**config.mk**
```make
export PLATFORM = sky130hd
export DESIGN_NAME = inport_conditioner
export DESIGN_NICKNAME = d
export VERILOG_FILES = /design/src/rtl/global_parameters.sv /design/src/rtl/picomips_pkg.sv /design/src/rtl/inport_conditioner_debounce.sv /design/src/rtl/inport_conditioner.sv
export SDC_FILE = /design/constraint.sdc
export NUM_CORES = 1
export LEC_CHECK = 0
export ABC_AREA = 1
export CAP_MARGIN = 20
export CORE_UTILIZATION = 28
export DETAILED_ROUTE_END_ITERATION = 8
export MAX_ROUTING_LAYER = met4
export PLACE_DENSITY = 0.57
export SETUP_SLACK_MARGIN = 0.2
export SLEW_MARGIN = 20
export SYNTH_ARGS = -nofsm -noshare
export SYNTH_HDL_FRONTEND = slang
export SYNTH_SLANG_ARGS = --single-unit
```
**constraint.sdc**
```tcl
create_clock -name clk -period 1.2 [get_ports clk]
set_clock_uncertainty 0.1 [all_clocks]
set_input_delay 0.12 -clock clk [delete_from_list [all_inputs] [get_ports clk]]
set_output_delay 0.12 -clock clk [all_outputs]
set_load 0.02 [all_outputs]
```
**src/rtl/global_parameters.sv**
```systemverilog
// Global build parameters shared across the picoMIPS design.
//   DATA_BUS_SIZE : width of the data bus, switch bus and inport word.
`ifndef GLOBAL_PARAMETERS_SV
`define GLOBAL_PARAMETERS_SV
`define DATA_BUS_SIZE 8
`endif

```
**src/rtl/picomips_pkg.sv**
```systemverilog
// Shared picoMIPS types.
//   inport_state_t : states of the inport conditioner handshake FSM.
package picomips_pkg;

  typedef enum logic [1:0] {
    IDLE         = 2'd0,
    FULL         = 2'd1,
    WAIT_RELEASE = 2'd2
  } inport_state_t;

endpackage

```
**src/rtl/inport_conditioner_debounce.sv**
```systemverilog
// Strobe synchroniser plus debounce counter.
//   clk   in  : system clock
//   reset in  : asynchronous, active-high reset
//   raw   in  : raw bouncy button level, asynchronous to clk
//   level out : debounced level
//   rise  out : one-cycle pulse on a debounced 0->1 change
//   fall  out : one-cycle pulse on a debounced 1->0 change
module debounce #(
  parameter int SYNC_STAGES     = 2,
  parameter int DEBOUNCE_CYCLES = 16
) (
  input  logic clk,
  input  logic reset,
  input  logic raw,
  output logic level,
  output logic rise,
  output logic fall
);

  localparam int CW = ($clog2(DEBOUNCE_CYCLES) < 1) ? 1 : $clog2(DEBOUNCE_CYCLES);
  localparam logic [CW-1:0] CNT_MAX = CW'(DEBOUNCE_CYCLES - 1);

  logic [SYNC_STAGES-1:0] sync_q;
  logic [CW-1:0]          cnt_q, cnt_d;
  logic                   lvl_q, lvl_d;
  logic                   lvl_dly_q;
  logic                   strb_s;

  assign strb_s = sync_q[SYNC_STAGES-1];

  // Any disagreement must persist DEBOUNCE_CYCLES consecutive cycles; a single
  // agreeing cycle restarts the count, so the counter can never wrap.
  always_comb begin
    cnt_d = '0;
    lvl_d = lvl_q;
    if (strb_s != lvl_q) begin
      if (cnt_q == CNT_MAX) lvl_d = ~lvl_q;
      else                  cnt_d = cnt_q + 1'b1;
    end
  end

  always_ff @(posedge clk or posedge reset) begin
    if (reset) begin
      sync_q    <= '0;
      cnt_q     <= '0;
      lvl_q     <= 1'b0;
      lvl_dly_q <= 1'b0;
    end else begin
      sync_q    <= {sync_q[SYNC_STAGES-2:0], raw};
      cnt_q     <= cnt_d;
      lvl_q     <= lvl_d;
      lvl_dly_q <= lvl_q;
    end
  end

  // Edge pulses come from registers only, so no input reaches them combinationally.
  assign level = lvl_q;
  assign rise  = lvl_q & ~lvl_dly_q;
  assign fall  = ~lvl_q & lvl_dly_q;

endmodule

```
**src/rtl/inport_conditioner.sv**
```systemverilog
// Conditions raw board inputs into the inport word (%1) of the picoMIPS register file.
//   clk        in  : system clock
//   reset      in  : asynchronous, active-high reset
//   sw         in  : raw data switches (n bits), asynchronous
//   sw_strobe  in  : raw strobe button, active-high, bouncy
//   ack        in  : consumer has taken inport
//   inport     out : latched switch word
//   data_ready out : inport holds an unconsumed word
//   overrun    out : sticky, a press was accepted while data_ready=1
`ifndef DATA_BUS_SIZE
`define DATA_BUS_SIZE 8
`endif

module inport_conditioner
  import picomips_pkg::*;
#(
  parameter int n               = `DATA_BUS_SIZE,
  parameter int SYNC_STAGES     = 2,
  parameter int DEBOUNCE_CYCLES = 16
) (
  input  logic         clk,
  input  logic         reset,
  input  logic [n-1:0] sw,
  input  logic         sw_strobe,
  input  logic         ack,
  output logic [n-1:0] inport,
  output logic         data_ready,
  output logic         overrun
);

  logic [SYNC_STAGES-1:0][n-1:0] sw_sync_q;
  logic [n-1:0]                  sw_s;
  logic                          strb_db, press, release_p;

  inport_state_t state_q, state_d;
  logic [n-1:0]  inport_q, inport_d;
  logic          rdy_q, rdy_d;
  logic          ovr_q, ovr_d;

  assign sw_s = sw_sync_q[SYNC_STAGES-1];

  debounce #(
    .SYNC_STAGES    (SYNC_STAGES),
    .DEBOUNCE_CYCLES(DEBOUNCE_CYCLES)
  ) u_db (
    .clk  (clk),
    .reset(reset),
    .raw  (sw_strobe),
    .level(strb_db),
    .rise (press),
    .fall (release_p)
  );

  // State register (with the datapath registers it controls).
  always_ff @(posedge clk or posedge reset) begin
    if (reset) begin
      sw_sync_q <= '0;
      state_q   <= IDLE;
      inport_q  <= '0;
      rdy_q     <= 1'b0;
      ovr_q     <= 1'b0;
    end else begin
      sw_sync_q <= {sw_sync_q[SYNC_STAGES-2:0], sw};
      state_q   <= state_d;
      inport_q  <= inport_d;
      rdy_q     <= rdy_d;
      ovr_q     <= ovr_d;
    end
  end

  // Next-state logic.
  always_comb begin
    state_d  = state_q;
    inport_d = inport_q;
    rdy_d    = rdy_q;
    ovr_d    = ovr_q;
    unique case (state_q)
      IDLE: begin
        if (press) begin
          inport_d = sw_s;
          rdy_d    = 1'b1;
          state_d  = FULL;
        end
      end
      FULL: begin
        // A press here is always an overrun, even when ack lands in the same cycle.
        if (press) ovr_d = 1'b1;
        if (ack) begin
          rdy_d   = 1'b0;
          state_d = strb_db ? WAIT_RELEASE : IDLE;
        end
      end
      WAIT_RELEASE: begin
        if (release_p) state_d = IDLE;
      end
      default: state_d = IDLE;
    endcase
  end

  // Outputs are straight register copies.
  always_comb begin
    inport     = inport_q;
    data_ready = rdy_q;
    overrun    = ovr_q;
  end

endmodule

```
==> results of run 1 <==
-- final cells by class --
cell class | instances | area, um2
tap | 50 | 62.6
sequential | 36 | 903
clock buffer | 6 | 72.6
multi-input combinational | 55 | 355
inverter | 8 | 36.3
fill | 388 | 2250
timing repair buffer | 37 | 375
clock inverter | 2 | 35.0
-- critical path: stages (launching register included) --
cell,delay [ns]
sky130_fd_sc_hd__dfrtp_1,0.42
sky130_fd_sc_hd__nor2_4,0.20
sky130_fd_sc_hd__buf_4,0.15
sky130_fd_sc_hd__nand3_1,0.08
sky130_fd_sc_hd__nand2_1,0.08
-- final timing paths --
path | from | slack, ns | endpoint
worst max-delay path | state_q[1] | 0.11 | inport[3]
worst min-delay path | reset | 0.11 | u_db.sync_q[0]
worst max register to register | state_q[1] | 0.11 | inport[3]
worst min register to register | sw_sync_q[5] | 0.25 | sw_s[5]
max in group asynchronous | reset | 0.70 | state_q[0]
min in group clk | sw[5] | 0.17 | sw_sync_q[5]
-- per-layer routing --
metal | vias to the layer above | wire [um]
met5 | - | 0
li1 | 398 | -
met3 | 5 | 98
met1 | 389 | 858
met4 | 0 | 46
met2 | 17 | 1080
-- placed cells by master, fill, tap and decap left out, drive strengths merged --
cell type,synthesis,routed
nor2,7,7
nand3,13,13
nor3,1,1
dfrtp,36,36
xor2,2,2
clkbuf,0,6
bufinv,0,1
inv,7,7
clkinvlp,0,1
buf,0,26
clkdlybuf4s50,0,11
clkinv,1,1
ha,1,1
xnor2,1,1
nand2,27,27
a21oi,2,2
a31o,1,1
-- synth_stat cells --
cell type                   n  area share [%]
sky130_fd_sc_hd__dfrtp_1   36              74
sky130_fd_sc_hd__nand2_1   26             8.0
sky130_fd_sc_hd__nand3_1   13             5.3
sky130_fd_sc_hd__inv_1      6             1.8
sky130_fd_sc_hd__nor2_1     5             1.5
sky130_fd_sc_hd__a21oi_1    2            0.82
sky130_fd_sc_hd__xor2_1     2             1.4
sky130_fd_sc_hd__a31o_1     1            0.72
sky130_fd_sc_hd__clkinv_1   1            0.31
sky130_fd_sc_hd__ha_1       1             1.0
sky130_fd_sc_hd__inv_2      1            0.31
sky130_fd_sc_hd__nand2_4    1            0.92
sky130_fd_sc_hd__nor2_4     1            0.92
sky130_fd_sc_hd__nor2_8     1             1.6
sky130_fd_sc_hd__nor3_1     1            0.41
sky130_fd_sc_hd__xnor2_1    1            0.72
-- through the flow --
stage / setup slack [ns] / util (%) / instance area, um2 / total power (uW)
2_1_floorplan: 0.132 / - / 1230 / 1360
4_1_cts: 0.0973 / 43.3 / 1770 / 2480
3_5_place_dp: 0.0334 / 38.0 / 1550 / 1440
3_3_place_gp: 0.0339 / 38.0 / 1550 / 1430
5_1_grt: 0.0154 / 45.0 / 1840 / 2570
6_report: 0.108 / 45.0 / 1840 / 2460
-- power groups by stage --
stage	registers, uW	logic, uW	clock network [uW]
after floorplan	1310	43.2	0
after global placement	1300	127	0
after detailed placement	1310	131	0
after CTS	1280	146	1050
after global routing	1290	176	1100
final	1290	156	1020
-- registers in the layout (all words and copies together) (netlist names) --
name / count
u_db.level: 1
data_ready: 1
sw_s: 8
state_q: 2
u_db.cnt_q: 4
inport: 8
u_db.sync_q: 2
u_db.lvl_dly_q: 1
overrun: 1
sw_sync_q: 8
-- cell families after synthesis --
kind of cell / Yosys count
compound gates: 3
flops: 36
simple gates: 48
xor+xnor: 3
buf+inv: 8
fa+ha+maj: 1
-- timing repair --
item / 4_1_cts / 5_1_grt
resized for setup: 62 / 15
pin swaps: 4 / 6
setup endpoints to repair: 27 / 27
buffers inserted: 10 / 1
==> summary.md, run 1 <==
Met3 track utilization from global routing: 4.50%. The tools report the worst path required time as 1.32 ns. TritonCTS built the clock tree.

The post-route setup TNS was 0 ns. After detailed routing, the number of remaining DRC violations is 0. The first routing iteration left 30 violations. 22 I/O pins were placed. The layer flagged by global routing as most heavily used is met2. The floorplan step set the die width to 67.9 um. In this run the power density over the cells is 1340 nW/um2. By area, the combinational part of the netlist is dominated by simple AND/OR/NAND/NOR gates.

Clock-pin slew was measured on the worst setup and hold paths at 0.07 ns. The congestion estimate from routability-driven global placement came to 0.770. STA classifies the critical path startpoint as a flop. The floorplan step set the die height to 67.9 um. The share of the synthesized area in compound gates (AO/OA/AOI/OAI) was 1.54%; the core area was 4090 um2. For this design, the CTS-stage hold fixing added 0 buffers. The first detailed-routing pass took 4 iterations.

The run gives 99 as the number of instances in the synthesized netlist. The tools report the row count as 23. The pin slew with the least headroom to its limit came out at 0.219 ns. Averaged over all synthesized cells, the footprint is 12.3 um2. The share of synthesized area spent on multiplexers is 0%, and the net count after synthesis is 112.

The tools report the sort of element at the end of the critical path as a flop. The die covers 4620 um2. Once the floorplan was initialized, standard cells occupied 29.8% of the core.

The worst-skew pair later-pin latency was 0.28 ns. The synthesized flop and latch total is 36. No sink is reached through more buffers than the 2 on the longest clock path. After synthesis the cells add up to 1220 um2.

The repair_antennas step left the layout with diodes totalling 0. Setup repair after global routing could not meet its margin everywhere. The worst hold path belongs to the class primary input to asynchronous set/reset pin. The fraction of the mapped netlist area in adder cells is 1.03%, and the total internal power is 1970 uW.

In this run the tightest slew margin relative to its limit is 85.4%. In this run, the clock network consumes 41.4% of the power. The routed via count divided by cell count is 4.17. The post-layout minimum cycle time is 1.09 ns, and the number of cells on the worst reg-to-reg path is 4. The run finished with clean final reports. The number of clock buffers added by TritonCTS is 5.

The logs give 0.830 mV for the highest ir drop seen on vdd and 0 for the remaining global-route overflow. The Yosys step of the flow raised 0 warnings. The logs give 17.4% for the fraction of met2 tracks used by global routing and 3600 um for the global-route wire length before repair.

Global routing used 11.6% of the available tracks across all layers. The share of the Yosys chip area taken by registers is 74.0%. Combinational logic burns 6.3% of the power. The per-cell routed wire length came out at 10.7 um.

The number of global-route vias before repair was 850; the sum of routed wire length over all layers was 2080 um. The hold violation count in the final report is 0, and the data arrival at the endpoint of the critical path is 1.21 ns. At the end of the flow, the number of nets in the layout was 156. The final max-slew violation count is 0, and the maximum clock rate is 915 MHz. The root buffer cell chosen for the clock tree is sky130_fd_sc_hd__clkbuf_8. The xor/xnor cell area share of the yosys netlist is 2.16%, and the leakage power is 0.000890 uW. The number of standard cells in the layout, taps in and fillers out is 194. Final hold analysis gives a worst-case slack of 0.106 ns. Detailed placement finished with a half-perimeter wire length of 1330 um. Setup violations remaining at the end of the flow were counted as 0.

The pin count of the biggest net entering global routing is 37, and the routed via count is 809. The worst setup path is of the flop to flop kind. For the distinct cell type count after synthesis, the log shows 16. Including well taps, the total number of placed cells is 175.

The simple-gate portion of the synthesized area was 18.8%. The share of the cycle needed by the critical path after routing is 91.0%, and the max-capacitance violation count is 0. The run gives 13.2% as the met1 track utilization from global routing.

The fraction of final layout cells with drive strength greater than 1 is 36.1%, and the count of buffers from port buffering is 21. In this run the power spent charging and discharging nets is 498 uW. Of the total power, the share spent switching nets is 20.2%. Compared with the post-synthesis result, the final layout area differs by 51.2%. Clock tree synthesis found a total of 36 sinks.

Of all nets on the critical path, the largest fanout is 5. The initial antenna violation count was 0. The logs give 2 for the H-tree depth and 0 for the final antenna-violating net count. The run gives 52.3% as the sequential share of power.
(Power assumes the default switching activity.)
==> inputs of run 2 (changes only) <==
--- a/config.mk
+++ b/config.mk
@@ -9,8 +9,9 @@
 export CAP_MARGIN = 20
 export CORE_UTILIZATION = 28
 export DETAILED_ROUTE_END_ITERATION = 8
+export DONT_BUFFER_PORTS = 1
 export MAX_ROUTING_LAYER = met4
-export PLACE_DENSITY = 0.57
+export PLACE_DENSITY = 0.5
 export SETUP_SLACK_MARGIN = 0.2
 export SLEW_MARGIN = 20
 export SYNTH_ARGS = -nofsm -noshare
==> summary.md, run 2 (same netlist as run 1, synthesis figures left out) <==
The run finished with clean final reports. Dividing the detail-routed via count by the number of cells gives 4.40. The final max-slew violation count is 0. The tools report the nature of the critical path startpoint as a flop. For the max-capacitance violation count, the log shows 0. The remaining global-route overflow was 0; the clock-pin slew of the registers on the worst-case setup and hold paths was 0.07 ns. The maximum cell stage delay along the critical path was 0.43 ns. Port buffering added 0 buffers. The area growth from synthesis to layout is 43.3%.

The tools report the data arrival at the endpoint of the critical path as 1.25 ns. The routed via count came out at 796. Timing would allow up to 878 MHz.

The initial antenna violation count is 0. Entering global routing, the biggest net connects 37 pins. The detailed-placement wirelength estimate was 1360 um; the highest ir drop seen on vdd was 0.757 mV.

In this run the vertical extent of the chip is 67.9 um. In this run the standard cell core region covers 4090 um2. In the final layout, the multi-input gates occupy 399 um2. Setup repair after global routing could not meet its margin everywhere. For this design, the sink count on the clock tree is 36. The top cell types in the final layout, fill and taps aside, are 28 x sky130_fd_sc_hd__dfrtp_1, 18 x sky130_fd_sc_hd__nand2_1, 11 x sky130_fd_sc_hd__dlygate4sd3_1. The critical path goes through nor2_4 > buf_6 > nand3_1 > nand2_1. DRC violations left: 0. The setup path with the least slack is of type flop to flop. Setup violations remaining at the end of the flow were counted as 0. The tools report the die footprint as 4620 um2.

For the relative slew slack, the log shows 80.7%. Of the available clock period, the critical path in the final layout requires 94.9%. For this design, the slowest cell found on the critical path is sky130_fd_sc_hd__dfrtp_1. For the final antenna-violating net count, the log shows 0.

The power density over the cells was 1400 nW/um2. The global-route layer with the greatest usage was met2. The count of nets after finishing was 143; the number of filler cells placed in the layout was 408. The run gives 0 as the count of inserted antenna diode cells. After the first detailed-routing iteration, the DRC count stood at 28.

In this run the static leakage power is 0.000802 uW. Of the cells placed in the final design, the portion with a size suffix greater than 1 is 41.2%. Global routing used 11.3% of the available tracks. Global routing used 11.9% of the available met1 tracks.

Number of cells on the worst reg-to-reg path: 4. The tightest min-delay check is of the primary input to asynchronous set/reset pin type. STA classifies the critical path endpoint as a flop.

The clock period could shrink to 1.14 ns. For the sequential cell area, the log shows 911 um2. The die outline width is 67.9 um, and the post-route setup TNS is 0 ns. Largest fanout of any net on the critical path: 6. TritonCTS built the clock tree.

The run gives 814 as the number of global-route vias before repair. The global-route wire length before repair was 3610 um. Once the floorplan was initialized, standard cells occupied 29.8% of the core. Global routing used 18.9% of the available met2 tracks.

In the final routed layout, each cell accounts on average for 12.5 um. For met3 alone, demand over resource in global routing was 4.67%. Counting along the longest clock path gives a buffer depth of 2.

For the pin with the worst max-slew slack, the measured transition is 0.290 ns. For the worst setup path, the data required time is 1.31 ns. The H-tree was split into 2 levels. For this design the top-level I/O count stands at 22. The worst-skew pair later-pin latency is 0.28 ns, and the sum of routed wire length over all layers is 2270 um.

Cells fill 42.7% of the core in the end. TritonCTS created 5 clock buffers. Leaving out fill and tap cells, the most frequent cell in the layout is sky130_fd_sc_hd__dfrtp_1.

The first detailed-routing pass took 4 iterations. The hold violation count in the final report was 0. The clock tree root buffer cell is sky130_fd_sc_hd__clkbuf_8.

The floorplan has 23 rows. The congestion estimate from routability-driven global placement came to 0.670.
-- run 2: cell types whose count changed in the layout (fill, tap and decap cells not counted), moves of 6 or more --
cell                              before  now
sky130_fd_sc_hd__dlygate4sd3_1         0   11
sky130_fd_sc_hd__dfrtp_1              34   28
sky130_fd_sc_hd__dfrtp_2               2    8
sky130_fd_sc_hd__nand2_2               1    8
sky130_fd_sc_hd__clkdlybuf4s50_1      11    0
sky130_fd_sc_hd__buf_6                12    2
-- run 2: worst max-delay path: cells and delay by family, from the launching register on --
family,cells,cell delay [ns]
buffers and inverters,1,0.16
AND/OR/NAND/NOR,3,0.37
flip-flops,1,0.43
-- run 2: per-stage QoR --
| stage | total power (uW) | area (um2) | hold slack [ns] | setup WS, ns | std cells |
|---|---|---|---|---|---|
| 2_1_floorplan | 1360 | 1230 | -0.0266 | 0.132 | 99 |
| 4_1_cts | 2450 | 1680 | 0.252 | 0.0995 | 181 |
| 3_5_place_dp | 1380 | 1340 | -0.0551 | 0.0880 | 153 |
| 3_3_place_gp | 1380 | 1340 | -0.0587 | 0.113 | 153 |
| 6_report | 2440 | 1740 | 0.250 | 0.0613 | 181 |
| 5_1_grt | 2540 | 1740 | 0.258 | 0.0135 | 181 |
-- run 2: path summary, 6_finish.rpt --
| check | end | slack [ns] | startpoint |
|---|---|---|---|
| worst max-delay path | inport[5] | 0.06 | state_q[1] |
| worst min-delay path | state_q[1] | 0.25 | reset |
| worst max register to register | inport[5] | 0.06 | state_q[1] |
| worst min register to register | sw_s[5] | 0.25 | sw_sync_q[5] |
| max in group asynchronous | inport[5] | 0.56 | reset |
| min in group clk | sw_s[5] | 0.25 | sw_sync_q[5] |
-- run 2: cell type report --
type / count / area share, %
Inverter: 8 / 2.22
Clock inverter: 2 / 2.01
Clock buffer: 6 / 4.16
Tap cell: 50 / 3.59
Sequential cell: 36 / 52.2
Multi-Input combinational cell: 57 / 22.9
Timing Repair Buffer: 22 / 12.9
-- run 2: per-layer routing --
metal	wire, um	share of wire (%)	vias to the layer above
met3	126	5.5	4
met1	847	37	400
met2	1280	56	20
li1	-	-	372
met4	23	1.0	0
met5	0	0	-
-- run 2: power breakdown --
| part | switching [uW] | internal, uW |
|---|---|---|
| clock | 407 | 616 |
| sequential | 40.3 | 1260 |
| combinational | 51.3 | 61.6 |
-- run 2: repair_timing --
| action | CTS | global route |
|---|---|---|
| cloned | 2 | 0 |
| hold buffers | 11 | 0 |
| buffers inserted | 7 | 0 |
| gates resized for setup | 12 | 21 |
| pin swaps | 13 | 11 |
| hold endpoints to repair | 46 | 0 |
| setup endpoints to repair | 16 | 24 |
